--- config.mk ---
export PLATFORM = sky130hd
export DESIGN_NAME = cpu_writeback
export DESIGN_NICKNAME = d
export VERILOG_FILES = /design/src/rtl/cpu_writeback.sv
export SDC_FILE = /design/constraint.sdc
export NUM_CORES = 1
export LEC_CHECK = 0
export ABC_AREA = 0
export BUFFER_PORTS_ARGS = -buffer_cell sky130_fd_sc_hd__clkbuf_2
export CORE_UTILIZATION = 25
export DETAILED_ROUTE_END_ITERATION = 8
export PLACE_DENSITY = 0.48
export SLEW_MARGIN = 0
export SYNTH_ARGS = -nofsm -noshare
export SYNTH_HDL_FRONTEND = slang
export SYNTH_SLANG_ARGS = --single-unit
--- constraint.sdc ---
create_clock -name clk_i -period 7.78 [get_ports clk_i]
set_input_delay 1.556 -clock clk_i [delete_from_list [all_inputs] [get_ports clk_i]]
set_output_delay 1.556 -clock clk_i [all_outputs]
set_load 0.005 [all_outputs]
--- src/rtl/cpu_writeback.sv ---
// ============================================================================
// Module   : cpu_writeback
// Purpose  : moxie final stage - commits register writes and performs stores
//            via req/ack, stalling upstream while a store is in flight.
// Options  : `define MOXIE_WB_TIMEOUT_EN to build the store-abort watchdog.
// Revision : 1.0 - initial release
// ============================================================================
`default_nettype none

module cpu_writeback #(
  parameter int unsigned TIMEOUT_CYCLES = 255
) (
  input  logic        clk_i,
  input  logic        rst_i,
  input  logic [3:0]  register_write_index_i,
  input  logic        register_write_enable_i,
  input  logic        memory_write_enable_i,
  input  logic [31:0] memory_write_address_i,
  input  logic [31:0] result_i,
  output logic        stall_o,
  output logic        reg_we_o,
  output logic [3:0]  reg_windex_o,
  output logic [31:0] reg_wdata_o,
  output logic        dmem_req_o,
  output logic        dmem_we_o,
  output logic [31:0] dmem_addr_o,
  output logic [31:0] dmem_wdata_o,
  input  logic        dmem_ack_i,
  output logic        bus_error_o
);

  typedef enum logic [0:0] {
    IDLE     = 1'b0,
    MEM_WAIT = 1'b1
  } state_t;

  state_t      state_q, state_d;
  logic        reg_we_q, reg_we_d;
  logic [3:0]  reg_windex_q, reg_windex_d;
  logic [31:0] reg_wdata_q, reg_wdata_d;
  logic        dmem_req_q, dmem_req_d;
  logic        dmem_we_q, dmem_we_d;
  logic [31:0] dmem_addr_q, dmem_addr_d;
  logic [31:0] dmem_wdata_q, dmem_wdata_d;

  if (TIMEOUT_CYCLES == 0 || TIMEOUT_CYCLES > 255) begin : g_timeout_range
    $error("cpu_writeback: TIMEOUT_CYCLES must lie in 1..255");
  end

`ifdef MOXIE_WB_TIMEOUT_EN
  localparam logic [7:0] TIMEOUT_LIMIT = 8'(TIMEOUT_CYCLES);

  logic [7:0] wait_cnt_q, wait_cnt_d;
  logic       bus_error_q, bus_error_d;
  logic       timeout_hit;

  // Limit is reached on the edge that would complete the Nth unacked wait cycle.
  assign timeout_hit = (wait_cnt_q + 8'd1) == TIMEOUT_LIMIT;
`endif

  always_comb begin
    state_d      = state_q;
    reg_we_d     = 1'b0;
    reg_windex_d = reg_windex_q;
    reg_wdata_d  = reg_wdata_q;
    dmem_req_d   = dmem_req_q;
    dmem_we_d    = dmem_we_q;
    dmem_addr_d  = dmem_addr_q;
    dmem_wdata_d = dmem_wdata_q;
`ifdef MOXIE_WB_TIMEOUT_EN
    wait_cnt_d   = wait_cnt_q;
    bus_error_d  = bus_error_q;
`endif

    if (state_q == IDLE) begin
      if (register_write_enable_i) begin
        reg_we_d     = 1'b1;
        reg_windex_d = register_write_index_i;
        reg_wdata_d  = result_i;
      end
      if (memory_write_enable_i) begin
        dmem_req_d   = 1'b1;
        dmem_we_d    = 1'b1;
        dmem_addr_d  = memory_write_address_i;
        dmem_wdata_d = result_i;
        state_d      = MEM_WAIT;
`ifdef MOXIE_WB_TIMEOUT_EN
        wait_cnt_d   = 8'd0;
`endif
      end
    end else if (dmem_ack_i) begin
      // An ack on the limit edge is a normal completion, so it is tested first.
      dmem_req_d = 1'b0;
      dmem_we_d  = 1'b0;
      state_d    = IDLE;
    end
`ifdef MOXIE_WB_TIMEOUT_EN
    else if (timeout_hit) begin
      dmem_req_d  = 1'b0;
      dmem_we_d   = 1'b0;
      state_d     = IDLE;
      bus_error_d = 1'b1;
    end else begin
      wait_cnt_d = wait_cnt_q + 8'd1;
    end
`endif
  end

  always_ff @(posedge clk_i or posedge rst_i) begin
    if (rst_i) begin
      state_q      <= IDLE;
      reg_we_q     <= 1'b0;
      reg_windex_q <= 4'd0;
      reg_wdata_q  <= 32'd0;
      dmem_req_q   <= 1'b0;
      dmem_we_q    <= 1'b0;
      dmem_addr_q  <= 32'd0;
      dmem_wdata_q <= 32'd0;
`ifdef MOXIE_WB_TIMEOUT_EN
      wait_cnt_q   <= 8'd0;
      bus_error_q  <= 1'b0;
`endif
    end else begin
      state_q      <= state_d;
      reg_we_q     <= reg_we_d;
      reg_windex_q <= reg_windex_d;
      reg_wdata_q  <= reg_wdata_d;
      dmem_req_q   <= dmem_req_d;
      dmem_we_q    <= dmem_we_d;
      dmem_addr_q  <= dmem_addr_d;
      dmem_wdata_q <= dmem_wdata_d;
`ifdef MOXIE_WB_TIMEOUT_EN
      wait_cnt_q   <= wait_cnt_d;
      bus_error_q  <= bus_error_d;
`endif
    end
  end

  assign stall_o      = (state_q == MEM_WAIT);
  assign reg_we_o     = reg_we_q;
  assign reg_windex_o = reg_windex_q;
  assign reg_wdata_o  = reg_wdata_q;
  assign dmem_req_o   = dmem_req_q;
  assign dmem_we_o    = dmem_we_q;
  assign dmem_addr_o  = dmem_addr_q;
  assign dmem_wdata_o = dmem_wdata_q;
`ifdef MOXIE_WB_TIMEOUT_EN
  assign bus_error_o  = bus_error_q;
`else
  assign bus_error_o  = 1'b0;
`endif

endmodule

`default_nettype wire
==> out/metrics.yaml <==
nets: 475
pwr-share-clk_pct: 27.8
cts_tree: "done"
core-area_um2: 16600
grt_pass1_vias: 2637
r2r_cells: 3
num_io_pins: 178
rrSetupSlack_ns: 5.72
muxShareOfSynthArea_pct: 34.4
setup_viol: 0
hold_viol_final: 0
synth_xor_area_share_pct: 0
initial_core_util_pct: 25.6
hp-class: "reg -> reg"
insertion_delay_ns: 0.34
synth_compound_area_share_pct: 0.265
vias: 2489
rows: 47
end_kind: "flop"
cts.path.max_buffers: 2
overflow: 0
yosys.area_share.simple_pct: 0.472
drc: 0
critPathLaunchType: "input port"
drv_cap: 0
die_h_um: 132
cp_slowest_stage_delay_ns: 0.90
mostFrequentLayoutCells: "176 x clkbuf_2, 103 x dfrtp_1, 89 x mux2_4"
cp_num_cells: 4
post-route-period-util_pct: 37.2
drive_gt1_share_pct: 73.0
portBuffers: 176
drt-initial-drc-count: 81
power.leakage_uw: 0.00282
crit_required_ns: 8.01
cp_slowest_cell: "buf_4"
path_cells: "clkbuf_2, nor2b_4, buf_4, mux2_2"
skew_ns: 0.00590
vias_per_cell: 3.97
cts_resized: 0
cts_buffers: 9
first_pass_iters: 4
antenna_found_initial: 0
synthDistinctLibCells: 12
ys_ff_latch: 103
power_density_nw_per_um2: 296
wire_per_inst_um: 14.0
cp_top_family: "buffers and inverters"
worst-slew-pin-transition_ns: 1.20
synth_area_um2: 4240
path_clk_slew_ns: 0.07
root_buffer: "clkbuf_16"
hpwlAfterDp_mm: 5.93
fin_crit_ns: 2.90
die_w_um: 132
grt_setup_unrepaired: "false"
p_seq_share_pct: 45.6
postSynthAreaPerCell_um2: 18.9
regArea_um2: 2580
fin_util_pct: 33.6
grt_max_degree: 65
slew_headroom_pct: 20.2
r2r_start: "stall_o"
syn_to_final_growth_pct: 31.5
post-cts-setup-buffers: 0
clkSinkCount: 103
synthAdderAreaFrac_pct: 0
htree_levels: 3
startpoint: "memory_write_enable_i"
cts_hold_buf: 0
final_common_cell: "clkbuf_2"
synth_fp_nets: 298
synth_top_family_by_area: "multiplexers"
drt-total-wl_mm: 8.75
synthCells: 225
die_area_um2: 17500
grt_pass1_wl_mm: 14.4
crit_end: "dmem_addr_o[3]"
finalMaxSlewViolations: 0
crit_type: "in -> reg"
critPathBufInv: 2
crit_fanout: 64
cp.arrival_ns: 3.13
combPwrFrac_pct: 26.6
max_freq_ghz: 0.345
ant_nets: 0
multiInputGateArea_um2: 1510
finalSetupTns_ns: 0
regToRegEndpoint: "dmem_addr_o[3]"
routabilityCongestion: 0.698
yosysSeqAreaShare_pct: 60.8
antenna_cells: 0
status: "completed"
grt_use_total_pct: 10.7
ys_warn_count: 0
ir_worst_vdd_v: 0.000121
switching_share_pct: 26.2
num-fill-cells: 1673
p_int_uw: 1220
p_sw_uw: 433
[cell type report]
cell class | instances | share of cell area [%]
Clock buffer | 11 | 4.35
Clock inverter | 5 | 1.03
Inverter | 2 | 0.179
Multi-Input combinational cell | 107 | 27.1
Sequential cell | 103 | 46.2
Tap cell | 220 | 4.94
Timing Repair Buffer | 179 | 16.2
[how the worst min path moves through the flow]
stage,start,to,cells after the start
finish,reg_windex_o[1],reg_windex_o[1],1
global route,dmem_wdata_o[6],dmem_wdata_o[6],1
CTS,dmem_addr_o[1],dmem_addr_o[1],1
detailed placement,dmem_addr_o[19],dmem_addr_o[19],1
global placement,reg_windex_o[1],reg_windex_o[1],1
floorplan,dmem_addr_o[1],dmem_addr_o[1],1
[power groups by stage]
stage                     clock network, uW  registers, uW  logic [uW]
after floorplan                           0            765         249
after global placement                    0            763         444
after detailed placement                  0            760         451
after CTS                               480            755         450
after global routing                    500            772         476
final                                   459            753         439
[registers in the layout, indices dropped and copies added, names as in the netlist]
| name | count |
|---|---|
| dmem_addr_o | 32 |
| dmem_wdata_o | 32 |
| reg_we_o | 1 |
| reg_wdata_o | 32 |
| reg_windex_o | 4 |
| dmem_we_o | 1 |
| stall_o | 1 |
[routing by layer]
layer,track usage [%],vias to the layer above,part of all wire (%)
met1,14.0,1245,46
met5,0,-,0
met4,5.56,0,2.1
li1,-,1131,-
met3,3.00,11,6.9
met2,16.0,102,45
[synthesized netlist by cell type (all sizes together)]
cell	instances	share of area [%]
dfrtp	103	61
mux2	100	34
buf	13	3.8
inv	2	0.18
nor2	2	0.18
nor2b	2	0.29
a21oi	1	0.12
conb	1	0.088
o22ai	1	0.15
[stage by stage]
| stage | std cells | setup WS, ns | instance area, um^2 | hold slack (ns) | total power [uW] |
|---|---|---|---|---|---|
| after CTS | 627 | 4.87 | 5580 | 0.512 | 1690 |
| after global routing | 627 | 4.82 | 5580 | 0.523 | 1750 |
| after detailed placement | 611 | 4.49 | 5280 | 0.494 | 1210 |
| after global placement | 611 | 4.49 | 5280 | 0.490 | 1210 |
| final | 627 | 4.88 | 5580 | 0.509 | 1650 |
| after floorplan | 225 | 3.52 | 4240 | 0.505 | 1010 |
[cell families (layout without fill, tap and decap cells)]
logic type	Yosys count	count (layout)
flip-flops	103	103
multiplexers	100	100
buffers and inverters	15	197
AND/OR/NAND/NOR	4	4
AO/OA/AOI/OAI	2	2
other	1	1
Note: power is estimated with default switching activity, not from simulation.
